`src/rtl/logicnets_layer_sched_pkg.sv`:
```
// Shared types and defaults for the serial LogicNets layer scheduler.
// Holds the FSM state encoding and the power-on connectivity mapping.
package logicnets_layer_sched_pkg;

  localparam int DEF_IN_BITS = 16;
  localparam int DEF_NEURONS = 16;
  localparam int DEF_FANIN   = 6;

  typedef enum logic [1:0] {
    st_idle  = 2'd0,
    st_eval  = 2'd1,
    st_drain = 2'd2,
    st_hold  = 2'd3
  } state_t;

  // Neurons tile the input vector in consecutive, wrapping windows of FANIN bits.
  function automatic int default_idx(input int n, input int s, input int fanin, input int in_bits);
    return (n * fanin + s) % in_bits;
  endfunction

endpackage

```
`src/rtl/logicnets_fanin_gather.sv`:
```
// Connectivity table (NEURONS x FANIN input indices) and the FANIN-way bit gather
// that forms the shared-LUT address for the neuron currently selected.
module logicnets_fanin_gather
  import logicnets_layer_sched_pkg::*;
#(
  parameter int IN_BITS = DEF_IN_BITS,
  parameter int NEURONS = DEF_NEURONS,
  parameter int FANIN   = DEF_FANIN,
  localparam int IW = $clog2(IN_BITS),
  localparam int NW = $clog2(NEURONS),
  localparam int SW = $clog2(FANIN)
) (
  input  logic               clk,
  input  logic               rst,
  input  logic               cfg_we,
  input  logic [NW-1:0]      cfg_neuron,
  input  logic [SW-1:0]      cfg_slot,
  input  logic [IW-1:0]      cfg_idx,
  input  logic [IN_BITS-1:0] x,
  input  logic [NW-1:0]      sel,
  output logic [FANIN-1:0]   lut_in
);

  logic [IW-1:0] idx [NEURONS][FANIN];
  logic          cfg_ok;

  // Out-of-range addresses are dropped rather than aliased onto a real entry.
  assign cfg_ok = cfg_we && (32'(cfg_neuron) < NEURONS) && (32'(cfg_slot) < FANIN);

  always_ff @(posedge clk or posedge rst) begin
    if (rst) begin
      for (int n = 0; n < NEURONS; n++)
        for (int s = 0; s < FANIN; s++)
          idx[n][s] <= IW'(default_idx(n, s, FANIN, IN_BITS));
    end else if (cfg_ok) begin
      idx[cfg_neuron][cfg_slot] <= cfg_idx;
    end
  end

  always_comb begin
    lut_in = '0;
    for (int s = 0; s < FANIN; s++)
      lut_in[s] = x[idx[sel][s]];
  end

endmodule

```
`src/rtl/logicnets_layer_sched.sv`:
```
// Evaluates one LogicNets layer by time-multiplexing all neurons onto a single
// external LUT with a one-cycle lookup latency.
//
// state    | meaning
// st_idle  | waiting for an input vector; table writes allowed
// st_eval  | one LUT lookup per cycle, neuron 0..NEURONS-1
// st_drain | collecting the last lookup result
// st_hold  | result presented until consumed
module logicnets_layer_sched
  import logicnets_layer_sched_pkg::*;
#(
  parameter int IN_BITS = DEF_IN_BITS,
  parameter int NEURONS = DEF_NEURONS,
  parameter int FANIN   = DEF_FANIN,
  localparam int IW = $clog2(IN_BITS),
  localparam int NW = $clog2(NEURONS),
  localparam int SW = $clog2(FANIN)
) (
  input  logic               clk,
  input  logic               rst,
  input  logic               in_valid,
  output logic               in_ready,
  input  logic [IN_BITS-1:0] in_data,
  output logic               out_valid,
  input  logic               out_ready,
  output logic [NEURONS-1:0] out_data,
  output logic               lut_req,
  output logic [NW-1:0]      lut_sel,
  output logic [FANIN-1:0]   lut_in,
  input  logic               lut_out,
  input  logic               cfg_we,
  input  logic [NW-1:0]      cfg_neuron,
  input  logic [SW-1:0]      cfg_slot,
  input  logic [IW-1:0]      cfg_idx,
  output logic               busy
);

  state_t               state_q, state_d;
  logic [NW-1:0]        n_q;
  logic [IN_BITS-1:0]   x_q;
  logic [NEURONS-1:0]   result_q;
  logic                 req_d;
  logic [NW-1:0]        sel_d;
  logic                 accept;
  logic                 last;

  assign last = (n_q == NW'(NEURONS - 1));

  always_comb begin
    state_d   = state_q;
    in_ready  = 1'b0;
    out_valid = 1'b0;
    lut_req   = 1'b0;
    accept    = 1'b0;
    unique case (state_q)
      st_idle: begin
        in_ready = 1'b1;
        if (in_valid) begin
          accept  = 1'b1;
          state_d = st_eval;
        end
      end
      st_eval: begin
        lut_req = 1'b1;
        if (last) state_d = st_drain;
      end
      st_drain: state_d = st_hold;
      st_hold: begin
        out_valid = 1'b1;
        if (out_ready) state_d = st_idle;
      end
      default: state_d = st_idle;
    endcase
  end

  always_ff @(posedge clk or posedge rst) begin
    if (rst) begin
      state_q  <= st_idle;
      n_q      <= '0;
      x_q      <= '0;
      result_q <= '0;
      req_d    <= 1'b0;
      sel_d    <= '0;
    end else begin
      state_q <= state_d;
      req_d   <= lut_req;
      sel_d   <= n_q;
      if (accept) begin
        x_q      <= in_data;
        result_q <= '0;
        n_q      <= '0;
      end else if (lut_req) begin
        n_q <= last ? '0 : n_q + 1'b1;
      end
      // The LUT answers one cycle late, so the bit belongs to the previous selection.
      if (req_d) result_q[sel_d] <= lut_out;
    end
  end

  assign out_data = result_q;
  assign lut_sel  = n_q;
  assign busy     = (state_q != st_idle);

  // Table writes are accepted only while idle, including the acceptance cycle itself.
  logicnets_fanin_gather #(
    .IN_BITS(IN_BITS),
    .NEURONS(NEURONS),
    .FANIN  (FANIN)
  ) u_gather (
    .clk       (clk),
    .rst       (rst),
    .cfg_we    (cfg_we && (state_q == st_idle)),
    .cfg_neuron(cfg_neuron),
    .cfg_slot  (cfg_slot),
    .cfg_idx   (cfg_idx),
    .x         (x_q),
    .sel       (lut_sel),
    .lut_in    (lut_in)
  );

endmodule

```
`config.mk`:
```
export PLATFORM = sky130hd
export DESIGN_NAME = logicnets_layer_sched
export DESIGN_NICKNAME = d
export VERILOG_FILES = /design/src/rtl/logicnets_layer_sched_pkg.sv /design/src/rtl/logicnets_fanin_gather.sv /design/src/rtl/logicnets_layer_sched.sv
export SDC_FILE = /design/constraint.sdc
export NUM_CORES = 1
export LEC_CHECK = 0
export ABC_AREA = 1
export CAP_MARGIN = 30
export CORE_MARGIN = 4
export CORE_UTILIZATION = 55
export DETAILED_ROUTE_END_ITERATION = 12
export PLACE_DENSITY = 0.71
export SLEW_MARGIN = 5
export SYNTH_ARGS = -nofsm -noshare
export SYNTH_HDL_FRONTEND = slang
export SYNTH_SLANG_ARGS = --single-unit
export TNS_END_PERCENT = 20
```
`constraint.sdc`:
```
create_clock -name clk -period 15.5 [get_ports clk]
set_input_delay 2.325 -clock clk [delete_from_list [all_inputs] [get_ports clk]]
set_output_delay 2.325 -clock clk [all_outputs]
set_load 0.01 [all_outputs]
```
* Word level (Yosys, flattened, before mapping)
Index checks and enable logic that the tools add are counted.
Widths: inputs -> output; s select.
** Operators by class
- Eq/ne operators :: 7
- $add $sub $neg :: 1
- Reduce and logical (&&, ||, !) cells :: 9
- Multiplexer cells :: 37
- Order comparisons :: 14
- Bitwise gates (word level) :: 3
** Operator list (count)
- $bwmux 384 :: 1
- $bmux 24 s4 :: 1
- $demux 24 s4 :: 1
- $mux 24 :: 3
- $lt 4x5->1 const B :: 7
- $mux 16 :: 2
- $bmux 1 s4 :: 6
- $bwmux 16 :: 1
- $mux 4 :: 4
- $demux 4 s3 :: 1
- $mux 1 :: 12
- $ge 5x5->1 const B :: 2
- $not 4->5 :: 2
- $pmux 2 s4 :: 1
- $mux 2 :: 3
- $ne 2x2->1 const B :: 3
- $logic_and 1x1->1 :: 5
- $lt 5x1->1 const B :: 1
- $add 4x1->4 const B :: 1
- $demux 1 s4 :: 1
- $eq 2x2->1 const B :: 2
- $eq 4x4->1 const B :: 1
- $ge 4x1->1 const B :: 1
- $ge 4x4->1 const B :: 1
- 7 further kinds :: 8
** Word-level totals
- Bits of input ports :: 33
- Output and inout port bits :: 30
- Word-level logic and storage cells :: 173
- Register bits :: 427

* Logic depth before layout (Yosys ltp)
- Word-level depth :: 8
- Mapped depth :: 14
- Gate-level depth less buffers :: 12

* By module
From an unflattened synthesis, not the netlist that was laid out.
** Second synthesis, totals
- Cells, all modules :: 2718
- Area, all modules :: 21221.6 um^2
** Modules (own cells, without submodules)
- logicnets_fanin_gather :: times used 1, cells each 2481, seq. area each 9849.4 um^2, area each 19269.7 um^2
- logicnets_layer_sched :: times used 1, cells each 237, seq. area each 1076.0 um^2, area each 1951.9 um^2

* Worst setup path before layout
No wires, ideal clock.
- Path kind :: register to output
- Start :: reg n_q[0] (netlist: lut_sel[0])
- End :: out lut_in[3]
- Data required time :: 13.175 ns
- Stages on the path, launching flop included :: 12
- Data arrival time :: 1.762 ns
- Path buffers :: 3
- Slack :: 11.413 ns
- Cells stage by stage :: dfrtp_1 > buf_4 > buf_6 > buf_2 > or2_2 > a21oi_1 > nand2_1 > o21ai_1 > inv_1 > nand3_1 > nand3b_1 > nand2_1
** Between the ends
- Cells in the longest elaborated chain, start to end :: 6
** RTL lines
- start, declared :: RTL line logicnets_layer_sched.sv:39 : logic [NW-1:0] n_q;
- start signal, assigned :: RTL line logicnets_layer_sched.sv:93 : n_q <= last ? '0 : n_q + 1'b1;
- $not 4->5 (not written as such) :: RTL line logicnets_fanin_gather.sv:43 : lut_in[s] = x[idx[sel][s]];
- $bmux 24 s4 :: RTL line logicnets_fanin_gather.sv:43
- $mux 24 (2 in a row)
- $bmux 1 s4 :: RTL line logicnets_fanin_gather.sv:43
- $mux 1 (not written as such) :: RTL line logicnets_fanin_gather.sv:43
- end, declared :: RTL line logicnets_layer_sched.sv:29 : output logic [FANIN-1:0] lut_in,
Every way passes these cells. The select of a mux whose other input is x is not followed.

* Worst setup path after layout
- Start :: reg n_q[1] (netlist: lut_sel[1])
- End :: out lut_in[2]
The elaborated chain is that of the path after synthesis.

==> flow_summary.yaml <==
sta:
  skew_ns: 0.0197
  tns_ns: 0
  slew_headroom_pct: 37.3
  rsz0062_at_grt: "no"
  worst_slew_pin_slew_ns: 0.938
  setup_viol: 0
  timing.fmax_mhz: 143
  drv_slew: 0
  min_period_over_period_pct: 45.2
  layout_min_cycle_time_ns: 7.01
  hold_violations: 0
route:
  vias: 19100
  first_iter_violations: 2093
  post_drt_wl_per_cell_microns: 19.8
  wirelength_microns: 64800
  drc_errors: 0
  first_pass_iters: 10
  via_per_inst: 5.85
  ant_nets: 0
clock_tree:
  cts_sinks: 427
  clk_latency_ns: 0.60
  cts_tree: "done"
  cts.path.max_buffers: 3
  numCtsBuffers: 47
  post_cts_buffers: 0
  cts-resized-gates: 0
  hold_buffers: 0
  htreeDepth: 2
  cts.reportedPaths.clkPinSlew_ns: 0.06
  cts-root-buf: "clkbuf_16"
hold_path:
  worstHoldStart: "u_gather.idx[40]"
  hold_path.class: "flip-flop to flip-flop"
worst_setup_path:
  cp-end-kind: "primary output"
  rr_startpoint: "state_q[0]"
  cp_cell_sequence: "buf_4 -> inv_2 -> buf_4 -> nand2_2 -> nor2_1 -> nand2_1 -> nand3_1 -> nor2_1 -> nor2_1 -> nand3_1 -> nand3_1 -> nand3b_1 -> nand2_1 -> clkdlybuf4s50_1"
  slowest_stage: "buf_4"
  required_ns: 13.18
  critPathBufInv: 4
  worst-path-max-fanout: 61
  startpoint: "lut_sel[1]"
  start_kind: "flip-flop"
  critPathTopFamily: "simple AND/OR/NAND/NOR gates"
  cp_slowest_stage_delay_ns: 0.67
  worst-setup-path-type: "flip-flop to primary output"
  crit_arrival_ns: 4.68
floorplan:
  pin_count: 63
  start_util_pct: 56.2
  core_sq_um: 37900
  fp.dieW_microns: 205
  die_y_microns: 205
  num_rows: 71
  fp.dieArea_sq_um: 42000
final_layout:
  fillerInstances: 3291
  final_nets: 2753
  synthToLayoutAreaGrowth_pct: 12.2
  diodes: 0
  drive_above_1_share_pct: 15.2
synth:
  yosys.cell_count.top_type: "nand2_1"
  synth-edff-count: 0
  synth.avg_cell_area_sq_um: 7.93
  synth_area_sq_um: 21300
  yosys-top-cells-area: "dfrtp_1, dfstp_2, nand2_1"
  seq_area_frac_synth_pct: 51.2
  synth_common_cells: "nand2_1, o21ai_0, nand3_1, dfrtp_1, dfstp_2"
  yosysTopAreaCellShare_pct: 27.6
  ys_ff_latch: 427
  ys.warnings.count: 0
  synth_nets: 2729
  synthArstFlopShare_pct: 100
  synth_cells: 2690
  synth_flop_cell: "dfrtp_1"
  ys_types: 34
  yosysTopAreaCell: "dfrtp_1"
grt:
  grt_pass1_vias: 18200
  antenna_found_initial: 0
  overflow: 0
  grt_pass1_wl_microns: 103000
  grt_max_degree: 150
  grt_use_total_pct: 30.9
placed_design:
  finalWeightedCongestion: 0.955
  numPortBuffers: 62
  hpwl_microns: 40900
pwr:
  peakVddDrop_v: 0.000175
  finalPower_mw: 3.92
  p_per_area_nw_per_um2: 164
  leakagePower_nw: 10.4
flow_run:
  cap_violations: 0
status:
  status: "completed"
==> cell families (layout without fill, tap and decap cells) <==
group | count (synthesis) | count (layout) | share of synthesized area [%]
and+or+nand+nor | 1464 | 1464 | 30.1
adders and majority gates | 6 | 6 | 0.352
DFF | 427 | 427 | 51.2
AOI/OAI and AO/OA | 531 | 531 | 12.9
xor gates and xnor gates | 1 | 1 | 0.0411
buffers and inverters | 261 | 324 | 5.39
==> per-stage QoR <==
| stage | cells | utilization [%] | setup slack [ns] | hold slack (ns) | instance area (sq um) |
|---|---|---|---|---|---|
| floorplan | 2690 | - | 1.60 | 0.430 | 21300 |
| global placement | 3170 | 58.6 | 9.32 | 0.459 | 22200 |
| detailed placement | 3176 | 58.9 | 9.28 | 0.463 | 22400 |
| CTS | 3264 | 63.1 | 8.63 | 0.473 | 23900 |
| global route | 3264 | 63.1 | 8.34 | 0.482 | 23900 |
| finish | 3264 | 63.1 | 8.49 | 0.469 | 23900 |
==> registers in the layout, indices dropped and copies added (netlist names) <==
name / count
lut_sel: 4
out_data: 16
req_d: 1
sel_d: 4
state_q: 2
u_gather.idx: 384
x_q: 16
==> path summary, 6_finish.rpt <==
| check | to | slack (ns) | cells after the start |
|---|---|---|---|
| max | lut_in[2] | 8.49 | 14 |
| max in group asynchronous | u_gather.idx[212] | 11.19 | 4 |
| max reg2reg | lut_sel[1] | 12.66 | 6 |
| min | u_gather.idx[40] | 0.47 | 2 |
| min in group asynchronous | u_gather.idx[45] | 2.25 | 2 |
| min reg2reg | u_gather.idx[40] | 0.47 | 2 |
==> routing by layer <==
layer | share of wire (%) | vias up | track usage, % | wire, microns
met3 | 9.8 | 209 | 7.73 | 6350
met1 | 41 | 9047 | 42.7 | 26800
met5 | 0 | - | 0 | 0
li1 | - | 8862 | - | -
met4 | 4.6 | 0 | 12.7 | 3010
met2 | 44 | 968 | 47.1 | 28600
==> tightest hold or removal path, delay by kind of cell (launching register included) <==
kind	cells	cell delay (ns)
flip-flops	1	0.37
AO/OA/AOI/OAI	1	0.05
AND/OR/NAND/NOR	1	0.05
==> cell type report <==
class / instances / area (sq um) / share of cell area, %
sequential: 427 / 10900 / 45.7
multi-input combinational: 2002 / 9250 / 38.7
clock buffer: 71 / 1340 / 5.59
timing repair buffer: 101 / 1010 / 4.24
tap: 511 / 639 / 2.67
inverter: 135 / 524 / 2.19
clock inverter: 17 / 224 / 0.936
==> power by group <==
part	total, mW	switching [mW]	leakage [nW]	internal, mW
logic	1.45	0.986	4.45	0.462
registers	1.33	0.0922	5.21	1.24
clock network	1.14	0.463	0.765	0.680
total	3.92	1.54	10.4	2.38
==> layout by cell type (no fill, tap or decap), drive strengths merged <==
cell,n
nor2,184
inv,138
buf,39
ha,6
nand2,946
nand3,283
or2,23
a31oi,6
bufinv,5
a21oi,47
o22ai,2
nor3,8
nor4,6
clkbuf,71
clkinvlp,1
clkinv,8
nand3b,13
dfstp,192
o21ai,456
o2111a,6
xor2,1
and3,1
dfrtp,235
clkdlybuf4s50,62
o211ai,14
Power figures use the tool's default switching activity.
